--- src/rtl/piso_serializer_if.sv ---
// Load/serial-output bundle for piso_serializer.
// The master drives the load word and the shift strobe; the slave is the serializer.
interface piso_serializer_if #(
    parameter int unsigned WIDTH = 10
) ();
    logic             load_valid;
    logic             load_ready;
    logic [WIDTH-1:0] load_data;
    logic             enable;
    logic             out;
    logic             out_valid;
    logic             busy;
    logic             done;

    modport master (
        output load_valid, load_data, enable,
        input  load_ready, out, out_valid, busy, done
    );

    modport slave (
        input  load_valid, load_data, enable,
        output load_ready, out, out_valid, busy, done
    );
endinterface

--- src/rtl/piso_serializer.sv ---
// Parallel-in/serial-out shifter: one bit per enable strobe, LSB- or MSB-first.
// Define PARITY_SER_EN to append an even-parity bit after the data bits of each frame.
module piso_serializer #(
    parameter int unsigned WIDTH     = 10,
    parameter bit          MSB_FIRST = 1'b0
) (
    input logic              clk,
    input logic              reset,
    piso_serializer_if.slave bus
);
    localparam int unsigned CntW = $clog2(WIDTH + 1);

    localparam logic [1:0] StIdle  = 2'd0;
    localparam logic [1:0] StShift = 2'd1;
`ifdef PARITY_SER_EN
    localparam logic [1:0] StPar   = 2'd2;
`endif

    logic [1:0]       state_q, state_d;
    logic [WIDTH-1:0] shreg_q, shreg_d;
    logic [CntW-1:0]  cnt_q, cnt_d;
    logic             out_q, out_d;
    logic             out_valid_q, out_valid_d;
    logic             done_q, done_d;
`ifdef PARITY_SER_EN
    logic             par_q, par_d;
`endif

    always_comb begin
        state_d     = state_q;
        shreg_d     = shreg_q;
        cnt_d       = cnt_q;
        out_d       = out_q;
        out_valid_d = 1'b0;
        done_d      = 1'b0;
`ifdef PARITY_SER_EN
        par_d       = par_q;
`endif
        case (state_q)
            StIdle: begin
                if (bus.load_valid) begin
                    shreg_d = bus.load_data;
                    cnt_d   = CntW'(WIDTH);
                    out_d   = 1'b0;
                    state_d = StShift;
`ifdef PARITY_SER_EN
                    par_d   = ^bus.load_data;
`endif
                end
            end
            StShift: begin
                if (bus.enable) begin
                    // Shift toward the emitting end; the vacated bit fills with 0.
                    if (MSB_FIRST) begin
                        out_d   = shreg_q[WIDTH-1];
                        shreg_d = {shreg_q[WIDTH-2:0], 1'b0};
                    end else begin
                        out_d   = shreg_q[0];
                        shreg_d = {1'b0, shreg_q[WIDTH-1:1]};
                    end
                    cnt_d       = cnt_q - CntW'(1);
                    out_valid_d = 1'b1;
                    if (cnt_q == CntW'(1)) begin
`ifdef PARITY_SER_EN
                        state_d = StPar;
`else
                        state_d = StIdle;
                        done_d  = 1'b1;
`endif
                    end
                end
            end
`ifdef PARITY_SER_EN
            StPar: begin
                if (bus.enable) begin
                    out_d       = par_q;
                    out_valid_d = 1'b1;
                    done_d      = 1'b1;
                    state_d     = StIdle;
                end
            end
`endif
            default: state_d = StIdle;
        endcase
    end

    always_ff @(posedge clk) begin
        if (reset) begin
            state_q     <= StIdle;
            shreg_q     <= '0;
            cnt_q       <= '0;
            out_q       <= 1'b0;
            out_valid_q <= 1'b0;
            done_q      <= 1'b0;
`ifdef PARITY_SER_EN
            par_q       <= 1'b0;
`endif
        end else begin
            state_q     <= state_d;
            shreg_q     <= shreg_d;
            cnt_q       <= cnt_d;
            out_q       <= out_d;
            out_valid_q <= out_valid_d;
            done_q      <= done_d;
`ifdef PARITY_SER_EN
            par_q       <= par_d;
`endif
        end
    end

    assign bus.load_ready = (state_q == StIdle);
    assign bus.busy       = (state_q != StIdle);
    assign bus.out        = out_q;
    assign bus.out_valid  = out_valid_q;
    assign bus.done       = done_q;
endmodule
--- src/flat_wrapper.sv ---
// flat-port wrapper written by rule: the top's interface ports become plain ports
module piso_serializer_flat 
#(
    parameter int unsigned WIDTH     = 10,
    parameter bit          MSB_FIRST = 1'b0
)
  (clk, reset, bus_load_valid, bus_load_data, bus_enable, bus_load_ready, bus_out, bus_out_valid, bus_busy, bus_done);
  piso_serializer_if #(.WIDTH(WIDTH)) bus_i ();
  input logic clk;
  input logic reset;
  input wire logic [$bits(bus_i.load_valid)-1:0] bus_load_valid;
  input wire logic [$bits(bus_i.load_data)-1:0] bus_load_data;
  input wire logic [$bits(bus_i.enable)-1:0] bus_enable;
  output wire logic [$bits(bus_i.load_ready)-1:0] bus_load_ready;
  output wire logic [$bits(bus_i.out)-1:0] bus_out;
  output wire logic [$bits(bus_i.out_valid)-1:0] bus_out_valid;
  output wire logic [$bits(bus_i.busy)-1:0] bus_busy;
  output wire logic [$bits(bus_i.done)-1:0] bus_done;
  assign bus_i.load_valid = bus_load_valid;
  assign bus_i.load_data = bus_load_data;
  assign bus_i.enable = bus_enable;
  assign bus_load_ready = bus_i.load_ready;
  assign bus_out = bus_i.out;
  assign bus_out_valid = bus_i.out_valid;
  assign bus_busy = bus_i.busy;
  assign bus_done = bus_i.done;
  piso_serializer #(.WIDTH(WIDTH), .MSB_FIRST(MSB_FIRST)) u_core (.clk(clk), .reset(reset), .bus(bus_i));
endmodule
--- config.mk ---
export PLATFORM = sky130hd
export DESIGN_NAME = piso_serializer_flat
export DESIGN_NICKNAME = d
export VERILOG_FILES = /design/src/rtl/piso_serializer_if.sv /design/src/rtl/piso_serializer.sv /design/src/flat_wrapper.sv
export SDC_FILE = /design/constraint.sdc
export NUM_CORES = 1
export LEC_CHECK = 0
export CAP_MARGIN = 20
export CORE_MARGIN = 4
export CORE_UTILIZATION = 51
export CTS_BUF_LIST = sky130_fd_sc_hd__clkbuf_8
export CTS_CLUSTER_DIAMETER = 50
export DETAILED_ROUTE_END_ITERATION = 8
export PLACE_DENSITY = 0.76
export SLEW_MARGIN = 20
export SYNTH_ARGS = -nofsm -noshare
export SYNTH_HDL_FRONTEND = slang
export SYNTH_SLANG_ARGS = --single-unit
--- constraint.sdc ---
create_clock -name clk -period 1.6 [get_ports clk]
set_input_delay 0.32 -clock clk [delete_from_list [all_inputs] [get_ports clk]]
set_output_delay 0.32 -clock clk [all_outputs]
set_load 0.005 [all_outputs]
==> flow_results.xml <==
<?xml version="1.0" encoding="UTF-8"?>
<metrics>
  <group name="cts">
    <metric name="post_cts_hold_buffer_count" unit="">0</metric>
    <metric name="cts.path.max_buffers" unit="">2</metric>
    <metric name="postcts_resize_cnt" unit="">1</metric>
    <metric name="cts-buffers-inserted" unit="">3</metric>
    <metric name="tritoncts_clock_tree" unit="">built</metric>
    <metric name="cts_max_level" unit="">1</metric>
    <metric name="cts.repair_timing.setup_buffer_count" unit="">0</metric>
    <metric name="clk_latency" unit="ns">0.25</metric>
    <metric name="cts.root.buffer_cell" unit="">sky130_fd_sc_hd__clkbuf_8</metric>
    <metric name="clkSlewWorstSetupHoldPaths" unit="ns">0.07</metric>
    <metric name="clock_sinks" unit="">18</metric>
  </group>
  <group name="timing">
    <metric name="timing.hold.ws" unit="ns">0.492</metric>
    <metric name="hold_viol_final" unit="">0</metric>
    <metric name="max_clock_freq" unit="MHz">652</metric>
    <metric name="finalMaxSlewViolations" unit="">0</metric>
    <metric name="worstMarginPinSlew" unit="ns">0.350</metric>
    <metric name="unrepaired_setup_endpoints_after_global_routing" unit="">no</metric>
    <metric name="setup_ws" unit="ns">0.0672</metric>
    <metric name="skew" unit="ns">0.00434</metric>
    <metric name="timing.final.setup_violations" unit="">0</metric>
    <metric name="post-route-period-util" unit="">0.958</metric>
    <metric name="period_minus_slack" unit="ns">1.53</metric>
    <metric name="slew-limit-headroom" unit="">0.763</metric>
  </group>
  <group name="cells_and_area">
    <metric name="number_of_diodes" unit="">0</metric>
    <metric name="filler_cell_count" unit="">125</metric>
    <metric name="drive_gt1_frac" unit="">0.215</metric>
    <metric name="stdcell_count" unit="">123</metric>
    <metric name="syn_to_final_growth" unit="%">29.9</metric>
    <metric name="finish.utilization" unit="">0.719</metric>
    <metric name="nets" unit="">124</metric>
  </group>
  <group name="logic_synthesis">
    <metric name="average_cell_area_after_synthesis" unit="um^2">10.2</metric>
    <metric name="postSynth.topFlopCell" unit="">sky130_fd_sc_hd__dfxtp_1</metric>
    <metric name="synth_xor_xnor_area_share" unit="">0.0101</metric>
    <metric name="syn_area" unit="um^2">863</metric>
    <metric name="synth_area_leader_cell" unit="">sky130_fd_sc_hd__dfxtp_1</metric>
    <metric name="yosys.cell_types.count" unit="">26</metric>
    <metric name="synth-edff-count" unit="">0</metric>
    <metric name="synth_simple_gate_area_frac" unit="">0.132</metric>
    <metric name="post_synth_most_frequent_cells" unit="">sky130_fd_sc_hd__dfxtp_1, sky130_fd_sc_hd__nor2_1, sky130_fd_sc_hd__mux2i_1, sky130_fd_sc_hd__a211oi_2, sky130_fd_sc_hd__inv_1</metric>
    <metric name="ys_ff_latch" unit="">18</metric>
    <metric name="synth.yosys.seq_area_share" unit="">0.417</metric>
    <metric name="synth_compound_area_frac" unit="">0.201</metric>
    <metric name="synth_most_common_cell" unit="">sky130_fd_sc_hd__dfxtp_1</metric>
    <metric name="synth_async_sr_flop_share" unit="">0</metric>
    <metric name="syn_nets" unit="">101</metric>
    <metric name="synth_cells" unit="">85</metric>
    <metric name="post_synth_fa_ha_maj_area_fraction" unit="">0.0290</metric>
    <metric name="ys_warn_count" unit="">0</metric>
    <metric name="synth_top_area_share" unit="">0.417</metric>
    <metric name="synthMuxAreaShare" unit="">0.133</metric>
    <metric name="synthTopCellsByArea" unit="">sky130_fd_sc_hd__dfxtp_1, sky130_fd_sc_hd__a211oi_2, sky130_fd_sc_hd__mux2i_1</metric>
    <metric name="synth_top_family_by_area" unit="">compound AO/OA/AOI/OAI gates</metric>
  </group>
  <group name="drt">
    <metric name="post_drt_via_cell_ratio" unit="">5.63</metric>
    <metric name="routedWlPerCell" unit="um">13.6</metric>
    <metric name="post-route-drc-count" unit="">0</metric>
    <metric name="route.antenna.remaining_nets" unit="">0</metric>
    <metric name="routed-via-count" unit="">693</metric>
    <metric name="initial_drt_pass_iterations" unit="">3</metric>
    <metric name="drt_wl_total" unit="um">1670</metric>
    <metric name="dr.first_iter.drc_count" unit="">9</metric>
  </group>
  <group name="die">
    <metric name="dieHeight" unit="um">49.1</metric>
    <metric name="total_die_area" unit="um^2">2420</metric>
    <metric name="starting_density" unit="">0.554</metric>
    <metric name="design.portCount" unit="">19</metric>
    <metric name="std_cell_rows" unit="">14</metric>
    <metric name="core_region_area" unit="um^2">1560</metric>
    <metric name="chipWidth" unit="um">49.1</metric>
  </group>
  <group name="power">
    <metric name="vdd.ir_drop.worst" unit="uV">552</metric>
    <metric name="static-leakage-power" unit="nW">0.443</metric>
    <metric name="power_per_cell_area" unit="nW/um^2">961</metric>
    <metric name="fin_total_pwr" unit="mW">1.08</metric>
  </group>
  <group name="critical_path">
    <metric name="worst-path-max-fanout" unit="">6</metric>
    <metric name="r2r-end" unit="">u_core.cnt_q[2]</metric>
    <metric name="critical_path_arrival" unit="ns">1.21</metric>
    <metric name="setup.worst_path.start" unit="">u_core.state_q[0]</metric>
    <metric name="critical_path_class" unit="">register to output port</metric>
    <metric name="bufs_and_invs_on_worst_path" unit="">2</metric>
    <metric name="worst_path_largest_cell_delay" unit="ns">0.51</metric>
    <metric name="timing.critical_path.required" unit="ns">1.28</metric>
    <metric name="critical_path.startpoint_type" unit="">register</metric>
    <metric name="reg2reg_from" unit="">u_core.cnt_q[0]</metric>
    <metric name="critical_path.slowest_cell" unit="">sky130_fd_sc_hd__clkdlybuf4s50_1</metric>
    <metric name="cp-end-kind" unit="">output port</metric>
    <metric name="list_of_cells_traversed_by_the_critical_path" unit="">inv_2 &gt; clkdlybuf4s50_1</metric>
    <metric name="critical_path_cell_count" unit="">2</metric>
    <metric name="worstSetupEndpoint" unit="">bus_load_ready</metric>
    <metric name="ff2ff_path_depth" unit="">5</metric>
    <metric name="worst-r2r-setup-slack" unit="ns">0.41</metric>
    <metric name="cpLargestDelayFamily" unit="">buffers and inverters</metric>
  </group>
  <group name="place">
    <metric name="gp_congestion" unit="">0.781</metric>
    <metric name="placement.io_buffers" unit="">18</metric>
    <metric name="placed_cells" unit="">119</metric>
    <metric name="place_ws" unit="ns">-0.0127</metric>
    <metric name="post-dp-hpwl" unit="um">1240</metric>
  </group>
  <group name="min_path">
    <metric name="min-delay-path-class" unit="">register to register</metric>
  </group>
  <group name="grt">
    <metric name="grt_pass1_wl" unit="um">2880</metric>
    <metric name="globalRouteTotalUtil" unit="">0.151</metric>
    <metric name="grt_overflow" unit="">0</metric>
    <metric name="grt_start_max_net_pins" unit="">20</metric>
    <metric name="grt_pass1_vias" unit="">637</metric>
    <metric name="antenna_found_initial" unit="">0</metric>
  </group>
  <group name="status">
    <metric name="outcome" unit="">complete, no violations</metric>
  </group>
  <group name="flow_run">
    <metric name="total_of_max_cap_violations" unit="">0</metric>
  </group>
</metrics>
-- tightest hold or removal path, delay by kind of cell (launching register included) --
kind             cells  cell delay (ns)
AND/OR/NAND/NOR      1             0.07
AO/OA/AOI/OAI        1             0.06
flip-flops           1             0.33
-- logic make-up (layout without fill, tap and decap cells) --
logic type      count (synthesis)  count (layout)
compound gates                 17              17
xor+xnor                        1               1
fa+ha+maj                       2               2
buf+inv                        11              33
flops                          18              18
mux                            11              11
simple gates                   25              25
-- cell type report --
type / count / area, um^2 / area share
clock buffers: 4 / 55.1 / 0.0491
multi-input cells: 56 / 437 / 0.390
inverters: 4 / 15.0 / 0.0134
flip-flops and latches: 18 / 362 / 0.323
repair buffers: 25 / 233 / 0.208
well taps: 16 / 20.0 / 0.0179
-- worst min path at each step --
stage / from / to / slack (ns) / cells after the start
final: u_core.bus.out / u_core.bus.out / 0.49 / 2
after global routing: u_core.bus.out / u_core.bus.out / 0.54 / 2
after CTS: u_core.bus.out / u_core.bus.out / 0.50 / 2
after detailed placement: u_core.bus.out / u_core.bus.out / 0.48 / 2
after global placement: u_core.bus.out / u_core.bus.out / 0.48 / 2
after floorplan: u_core.shreg_q[9] / u_core.shreg_q[9] / 0.45 / 2
-- cell usage in the layout (no fill, tap or decap) --
cell                              count
sky130_fd_sc_hd__a211oi_1             1
sky130_fd_sc_hd__buf_4                7
sky130_fd_sc_hd__and3_1               2
sky130_fd_sc_hd__nor4_1               1
sky130_fd_sc_hd__nor4b_1              1
sky130_fd_sc_hd__mux2_4               1
sky130_fd_sc_hd__or3_1                1
sky130_fd_sc_hd__nor2_1              14
sky130_fd_sc_hd__a32oi_1              2
sky130_fd_sc_hd__dfxtp_1             17
sky130_fd_sc_hd__a311oi_1             1
sky130_fd_sc_hd__xnor2_1              1
sky130_fd_sc_hd__a31oi_1              1
sky130_fd_sc_hd__inv_2                1
sky130_fd_sc_hd__inv_1                3
sky130_fd_sc_hd__clkdlybuf4s50_1     18
sky130_fd_sc_hd__nor3_1               2
sky130_fd_sc_hd__mux2i_1             10
sky130_fd_sc_hd__nand2_1              2
sky130_fd_sc_hd__nand3_1              2
sky130_fd_sc_hd__clkbuf_8             4
sky130_fd_sc_hd__dfxtp_2              1
sky130_fd_sc_hd__o21bai_1             1
sky130_fd_sc_hd__a41oi_1              1
sky130_fd_sc_hd__a21oi_1              1
sky130_fd_sc_hd__a211oi_2             9
sky130_fd_sc_hd__ha_1                 2
-- flip-flops by register name, summed over array words and instances (netlist names) --
signal	count
u_core.shreg_q	10
u_core.cnt_q	4
u_core.bus.done	1
u_core.bus.out	1
u_core.bus.out_valid	1
u_core.state_q	1
-- metrics by stage --
step,instance area (um^2),TNS [ns]
CTS,1120,0
finish,1120,0
global route,1120,0
floorplan,863,0
global placement,1060,0
detailed placement,1060,-0.0127
-- where the power goes --
group	internal (mW)	switching (mW)	total, mW
logic	0.109	0.0948	0.204
clock network	0.218	0.145	0.363
registers	0.484	0.0263	0.510
total	0.812	0.266	1.08
-- layer usage --
| metal | GRT usage | wire [um] | vias to the layer above |
|---|---|---|---|
| li1 | - | - | 349 |
| met1 | 0.202 | 819 | 330 |
| met2 | 0.234 | 772 | 12 |
| met3 | 0.0245 | 65 | 2 |
| met4 | 0.0711 | 13 | 0 |
| met5 | 0 | 0 | - |
Note: power is estimated with default switching activity, not from simulation.
